<file path="src/rtl/menu_pkg.sv">
`default_nettype none
// ============================================================================
// Module      : menu_pkg
// Description : Shared menu-scene definitions. Button geometry is used by both
//               the renderer and the hit test so drawing and clicking agree.
//               Also holds the level-select FSM encoding.
// Revision    : 1.0 - initial release
// ============================================================================
package menu_pkg;

  // Button geometry (screen pixels, unsigned 10-bit)
  localparam logic [9:0] BTN_X0  = 10'd160;  // left edge, inclusive
  localparam logic [9:0] BTN_X1  = 10'd480;  // right edge, exclusive
  localparam logic [9:0] BTN_H   = 10'd60;   // height in rows
  localparam logic [9:0] BTN1_Y0 = 10'd80;
  localparam logic [9:0] BTN2_Y0 = 10'd200;
  localparam logic [9:0] BTN3_Y0 = 10'd320;
  localparam logic [9:0] BTN1_Y1 = BTN1_Y0 + BTN_H;  // exclusive bottoms
  localparam logic [9:0] BTN2_Y1 = BTN2_Y0 + BTN_H;
  localparam logic [9:0] BTN3_Y1 = BTN3_Y0 + BTN_H;

  localparam logic [1:0] LEVEL_NONE = 2'd0;

  typedef enum logic [1:0] {
    IDLE  = 2'd0,
    ARMED = 2'd1,
    FIRE  = 2'd2
  } sel_state_e;

endpackage : menu_pkg
`default_nettype wire

</file>
<file path="src/rtl/menu_hit_test.sv">
`default_nettype none
// ============================================================================
// Module      : menu_hit_test
// Description : Combinational map of cursor (x, y) to the LEVEL button under
//               it. Buttons are disjoint so at most one can match.
//               hit_id = 0 for none, 1..3 for a button.
// Revision    : 1.0 - initial release
// ============================================================================
module menu_hit_test
  import menu_pkg::*;
(
  input  logic [9:0] x,
  input  logic [9:0] y,
  output logic [1:0] hit_id
);

  logic in_col;
  assign in_col = (x >= BTN_X0) && (x < BTN_X1);

  // Priority order is irrelevant: the row bands never overlap
  always_comb begin
    hit_id = LEVEL_NONE;
    if (in_col) begin
      if      ((y >= BTN1_Y0) && (y < BTN1_Y1)) hit_id = 2'd1;
      else if ((y >= BTN2_Y0) && (y < BTN2_Y1)) hit_id = 2'd2;
      else if ((y >= BTN3_Y0) && (y < BTN3_Y1)) hit_id = 2'd3;
    end
  end

endmodule : menu_hit_test
`default_nettype wire

</file>
<file path="src/rtl/menu_select_ctrl.sv">
`default_nettype none
// ============================================================================
// Module      : menu_select_ctrl
// Description : Menu input controller. Produces registered hover flags for
//               the renderer and a one-cycle level-select pulse when a click
//               is pressed and released inside the same LEVEL button.
//               Optional macro MENU_KEY_SEL_EN adds key_valid/key_num for
//               direct keyboard selection from IDLE.
// Revision    : 1.0 - initial release
// ============================================================================
module menu_select_ctrl
  import menu_pkg::*;
(
  input  logic       clk,
  input  logic       rst,            // asynchronous, active-low
  input  logic       menu_active,
  input  logic [9:0] mouse_x,
  input  logic [9:0] mouse_y,
  input  logic       mouse_left,
`ifdef MENU_KEY_SEL_EN
  input  logic       key_valid,
  input  logic [1:0] key_num,
`endif
  output logic       mouseInLevel1,
  output logic       mouseInLevel2,
  output logic       mouseInLevel3,
  output logic [1:0] level_sel,
  output logic       level_sel_valid
);

  sel_state_e state, state_nxt;
  logic [1:0] armed_id, armed_id_nxt;
  logic [1:0] hit_id;
  logic       prev_left, prev_active;
  logic       press, release_edge, active_rise;
  logic       key_go;
  logic [1:0] key_id;

  menu_hit_test u_hit (
    .x      (mouse_x),
    .y      (mouse_y),
    .hit_id (hit_id)
  );

  assign press        = mouse_left & ~prev_left;
  assign release_edge = ~mouse_left & prev_left;
  assign active_rise  = menu_active & ~prev_active;

`ifdef MENU_KEY_SEL_EN
  assign key_go = key_valid & (key_num != LEVEL_NONE);
  assign key_id = key_num;
`else
  assign key_go = 1'b0;
  assign key_id = LEVEL_NONE;
`endif

  // Edge-detect history and hover flags (hover forced low outside the menu)
  always_ff @(posedge clk or negedge rst) begin
    if (!rst) begin
      prev_left     <= 1'b0;
      prev_active   <= 1'b0;
      mouseInLevel1 <= 1'b0;
      mouseInLevel2 <= 1'b0;
      mouseInLevel3 <= 1'b0;
    end else begin
      prev_left     <= mouse_left;
      prev_active   <= menu_active;
      mouseInLevel1 <= menu_active && (hit_id == 2'd1);
      mouseInLevel2 <= menu_active && (hit_id == 2'd2);
      mouseInLevel3 <= menu_active && (hit_id == 2'd3);
    end
  end

  // FSM state, armed button and held selection
  always_ff @(posedge clk or negedge rst) begin
    if (!rst) begin
      state     <= IDLE;
      armed_id  <= LEVEL_NONE;
      level_sel <= LEVEL_NONE;
    end else begin
      state    <= state_nxt;
      armed_id <= armed_id_nxt;
      // Loading a new selection wins; a fresh menu entry otherwise clears it
      if (state_nxt == FIRE)
        level_sel <= armed_id_nxt;
      else if (active_rise)
        level_sel <= LEVEL_NONE;
    end
  end

  // Next-state decode; the pulse is a decode of FIRE so reset kills it at once
  always_comb begin
    state_nxt       = state;
    armed_id_nxt    = armed_id;
    level_sel_valid = 1'b0;
    case (state)
      IDLE: begin
        if (menu_active && press && (hit_id != LEVEL_NONE)) begin
          state_nxt    = ARMED;
          armed_id_nxt = hit_id;
        end else if (menu_active && key_go) begin
          state_nxt    = FIRE;
          armed_id_nxt = key_id;
        end
      end
      ARMED: begin
        if (!menu_active)
          state_nxt = IDLE;
        else if (release_edge)
          state_nxt = (hit_id == armed_id) ? FIRE : IDLE;
      end
      FIRE: begin
        level_sel_valid = 1'b1;
        state_nxt       = IDLE;
      end
      default: state_nxt = IDLE;
    endcase
  end

endmodule : menu_select_ctrl
`default_nettype wire

</file>
<file path="config.mk">
export PLATFORM = sky130hd
export DESIGN_NAME = menu_select_ctrl
export DESIGN_NICKNAME = d
export VERILOG_FILES = /design/src/rtl/menu_pkg.sv /design/src/rtl/menu_hit_test.sv /design/src/rtl/menu_select_ctrl.sv
export SDC_FILE = /design/constraint.sdc
export NUM_CORES = 1
export LEC_CHECK = 0
export BUFFER_PORTS_ARGS = -buffer_cell sky130_fd_sc_hd__buf_2
export CORE_AREA = 2 2 40 42
export CTS_CLUSTER_DIAMETER = 60
export CTS_CLUSTER_SIZE = 14
export DETAILED_ROUTE_END_ITERATION = 10
export DIE_AREA = 0 0 42 44
export PLACE_DENSITY = 0.75
export SYNTH_ARGS = -nofsm -noshare
export SYNTH_HDL_FRONTEND = slang
export SYNTH_SLANG_ARGS = --single-unit
export TNS_END_PERCENT = 50
</file>
<file path="constraint.sdc">
create_clock -name clk -period 2.1 [get_ports clk]
set_clock_uncertainty 0.15 [all_clocks]
set_input_delay 0.315 -clock clk [delete_from_list [all_inputs] [get_ports clk]]
set_output_delay 0.315 -clock clk [all_outputs]
set_load 0.02 [all_outputs]
</file>
# == Yosys cells after proc, flatten, opt, wreduce, memory -nomap -nowiden ==
# Index checks and enable logic that the tools add are counted.
# totals
register_bits,11
in_bits,24
out_inout_bits,6
wordCells,55
# op_classes
order_cmp,8
eq_ne,7
n_mux,14
bitwise,6
n_reduce_logical,12
# op_table
cell,count
10-bit by 9-bit < comparator with 1-bit output (second input constant),3
2-bit 2-to-1 mux,12
10-bit by 8-bit >= comparator with 1-bit output (second input constant),2
10-bit by 7-bit >= comparator with 1-bit output (second input constant),1
10-bit by 9-bit >= comparator with 1-bit output (second input constant),1
10-bit by 8-bit < comparator with 1-bit output (second input constant),1
1-bit logical AND,9
2-bit equality test (second input constant),4
2-bit by 1-bit equality test with 1-bit output (second input constant),2
2-bit one-hot mux with 2 select lines,1
2-bit nonzero test,2
1-bit bitwise AND,3
1-bit inverter,3
2-bit equality test,1
2-bit zero test,1
1-bit 2-to-1 mux,1

# == Logic depth before layout (Yosys ltp) ==
# logic_depth
depth_word,13
depth_mapped,6
depth_no_buf,6

# == Modules after synthesis ==
# From an unflattened synthesis, not the netlist that was laid out.
# hier_totals
hier_cells,59
hier_area_um2,650.6
# modules_own_cells
module,n_inst,cells_each,area_per_inst_um2,seq_area_each_um2
menu_select_ctrl,1,41,520.5,275.3
menu_hit_test,1,18,130.1,0.0

# == Worst setup path before layout ==
# Ideal clock, no wire load.
# synth_path
path_type,input port to flip-flop
startpoint,in mouse_y[9]
endpoint,reg level_sel[0]
setup_ns,0.131
t_arrival_ns,1.555
required_ns,1.819
path_slack_ns,0.264
stages,6
n_path_buf,0
cell_sequence,nand2b_4 or4_4 a31oi_4 xnor2_1 nand3_2 mux2i_1
# synth_via
elab_chain_len,13
word_cells_on_any_way,26
cone_classes,6 x order compare; 2 x eq/ne; 12 x mux; 6 x reduce/logical
# synth_lines
item,line,rtl
start: declaration,menu_select_ctrl.sv:18,"input logic [9:0] mouse_y,"
10-bit by 9-bit >= comparator with 1-bit output or 10-bit by 9-bit < comparator with 1-bit output (tied branches),menu_hit_test.sv:26,else if ((y >= BTN3_Y0) && (y < BTN3_Y1)) hit_id = 2'd3;
1-bit logical AND,menu_hit_test.sv:26,
2-bit 2-to-1 mux,menu_hit_test.sv:26,
2-bit 2-to-1 mux,menu_hit_test.sv:25,else if ((y >= BTN2_Y0) && (y < BTN2_Y1)) hit_id = 2'd2;
2-bit 2-to-1 mux (*),menu_hit_test.sv:24,if ((y >= BTN1_Y0) && (y < BTN1_Y1)) hit_id = 2'd1;
2-bit 2-to-1 mux (*),menu_hit_test.sv:23,if (in_col) begin
2-bit equality test,menu_select_ctrl.sv:110,state_nxt = (hit_id == armed_id) ? FIRE : IDLE;
2-bit 2-to-1 mux,menu_select_ctrl.sv:110,
2-bit 2-to-1 mux,menu_select_ctrl.sv:109,else if (release_edge)
2-bit 2-to-1 mux,menu_select_ctrl.sv:107,if (!menu_active)
2-bit one-hot mux with 2 select lines,menu_select_ctrl.sv:96,case (state)
2-bit equality test,menu_select_ctrl.sv:84,if (state_nxt == FIRE)
2-bit 2-to-1 mux or 2-bit nonzero test (tied branches),n/a,
end signal: assignment,menu_select_ctrl.sv:85,level_sel <= armed_id_nxt;
end: declaration,menu_select_ctrl.sv:27,"output logic [1:0] level_sel,"
# Every way passes the cells marked *; elsewhere a longest branch is shown, timed or not.
# A chain may end at the register's enable or synchronous reset.

# == Worst setup path in the final report ==
# layout_path
startpoint,in mouse_y[5]
endpoint,reg level_sel[0]
# The elaborated chain is that of the path after synthesis.

==> reports/metrics.cfg <==
[synth]
netlist.area_leader.share=0.450
avgSynthCellArea_um2=10.4
synth-edff-count=0
ys_warn_count=0
synth_ff_type=dfrtp_1
synth_area_um2=612
ys_types=30
async_reset_ff_frac=1.00
postSynthCellCount=59
synth.top_cells.by_area=dfrtp_1 (45%), nand2_1 (4.9%), a31oi_4 (3.5%), mux2i_1 (3.3%), xnor2_1 (2.9%)
ys_seq_elements=11
yosysTopAreaCell=dfrtp_1
synthesis.nets=83
ys_seq_area_frac=0.450

[floorplan]
core_um2=1420
num_rows=14
die_w_um=42
die_height_um=44
fp.dieArea_um2=1850
start_util=0.431
io_pins=30

[clock_network]
root_buffer=clkbuf_4
postCtsSetupBuffers=0
htree_levels=1
clock_path_buffers=2
cts_buffers=3
clkTransAtPathRegs_ps=60
clock_latency_ps=260
clock-sinks=11
cts_tree=built

[final_layout]
nets=113
syn2layout_area_growth_pct=29.7
diodes=0
drive_above_1_share=0.386

[placement]
place.gp.congestion=0.724
hpwl_um=943
io_buffer_count=22

[sta]
setup-tns-final_ps=0
finalSetupViolations=0
tightest_slew_ps=411
report.final.slew_viol_count=0
timing.final.crit_share=0.825
period_needed_ps=1730
slew_headroom=0.723
rsz0062_at_grt=false
hold_viol=0
fmax_ghz=0.577

[critical_path]
crit_path_end_kind=flip-flop
startpoint_type=primary input
cp.required_ps=2090
worst-path-max-fanout=4
arrival_ps=1720
setup.worst_path.class=in -> reg
crit_chain=buf_2 -> nor4_1 -> nand2_1 -> a31oi_2 -> xnor2_1 -> nand3_2 -> mux2i_1
cp_slowest_stage_delay_ps=400
slowest_stage=nor4_1

[route]
viasPerCell=5.18
drc=0
vias=539
wl_um=1110
ant_nets=0
wl_per_cell_um=10.7
dr.first_iter.drc_count=2
dr.pass1.iters=2

[pwr]
ir_worst_vdd_mv=0.242
finalPower_uw=435
power_leakage_nw=0.421
powerDensity_nw_per_um2=548

[grt]
grt_start_max_net_pins=12
first_global_vias=522
grt.total_usage=0.142
overflow=0
antenna_found_initial=0
grt_pass1_wl_um=1910

[run_status]
outcome=finished, final reports clean

[hold_path]
hold_path_class=in -> reg

[flow_run]
maxCapViolations=0

[cells by family after synthesis]
group / count (synthesis) / share of synthesized area
XOR/XNOR: 2 / 0.0286
multiplexers: 2 / 0.0327
flip-flops: 11 / 0.450
AND/OR/NAND/NOR: 31 / 0.319
AO/OA/AOI/OAI: 10 / 0.151
buffers and inverters: 3 / 0.0184
[routing by layer]
metal | wire [µm] | part of all wire | up-vias | global-route usage
met4 | 38 | 0.034 | 0 | 0.135
li1 | - | - | 270 | -
met3 | 75 | 0.067 | 4 | 0.0167
met2 | 537 | 0.48 | 23 | 0.253
met5 | 0 | 0 | - | 0
met1 | 463 | 0.42 | 242 | 0.144
[final timing paths]
kind                       cells after the start           end  slack [ps]         start
setup reg to reg                               5  level_sel[0]         690      state[1]
max in group asynchronous                      2   prev_active        1300           rst
min in group asynchronous                      2     prev_left         300           rst
hold reg to reg                                2  level_sel[1]         370  level_sel[1]
setup / recovery                               7  level_sel[0]         370    mouse_y[5]
hold / removal                                 1     prev_left          60    mouse_left
[cell type report]
class / instances / area, µm²
Clock buffer: 4 / 26.3
Fill cell: 135 / 626
Timing Repair Buffer: 25 / 135
Multi-Input combinational cell: 45 / 325
Sequential cell: 11 / 275
Tap cell: 16 / 20.0
Inverter: 3 / 11.3
[synth_stat cells (all sizes together) (2+ instances only)]
cell    instances
dfrtp          11
nand2           8
and3            4
a21boi          3
inv             3
nand2b          3
nor2            3
a31oi           2
mux2i           2
nand3           2
nor2b           2
o21a            2
xnor2           2
[state kept, by name (all words and copies together), names as in the netlist]
signal / count
armed_id: 2
level_sel: 2
mouseInLevel1: 1
mouseInLevel2: 1
mouseInLevel3: 1
prev_active: 1
prev_left: 1
state: 2
[through the flow]
stage	hold slack, ps	instance area (µm²)	worst slack (ps)	util	std cells
4_1_cts	55.9	793	353	0.559	104
6_report	61.8	793	368	0.559	104
3_3_place_gp	40.7	757	117	0.534	99
5_1_grt	62.5	793	184	0.559	104
3_5_place_dp	42.5	757	79.4	0.534	99
2_1_floorplan	-131	612	264	-	59
[power by group]
part / leakage [nW] / internal, mW / total, mW / switching (mW)
clock: 0.0150 / 0.0734 / 0.137 / 0.0633
combinational: 0.259 / 0.0343 / 0.0702 / 0.0360
sequential: 0.147 / 0.222 / 0.228 / 0.00605
[timing repair]
| item | in CTS | in global routing |
|---|---|---|
| gates resized for setup | 0 | 0 |
| hold buffers | 1 | 0 |
| hold endpoints to repair | 11 | 0 |
[critical path: cells and delay by family]
| kind | cells | cell delay (ps) |
|---|---|---|
| and+or+nand+nor | 3 | 700 |
| buffers and inverters | 1 | 120 |
| AOI/OAI and AO/OA | 1 | 280 |
| muxes | 1 | 140 |
| xor gates and xnor gates | 1 | 170 |
[placed cells by master, fill, tap and decap left out, drive strengths merged, types with 2 or more instances in the layout]
cell / instances
a21boi: 3
a31oi: 2
and3: 4
buf: 24
clkbuf: 4
dfrtp: 11
inv: 3
mux2i: 2
nand2: 8
nand2b: 3
nand3: 2
nor2: 3
nor2b: 2
o21a: 2
xnor2: 2
(Power assumes the default switching activity.)
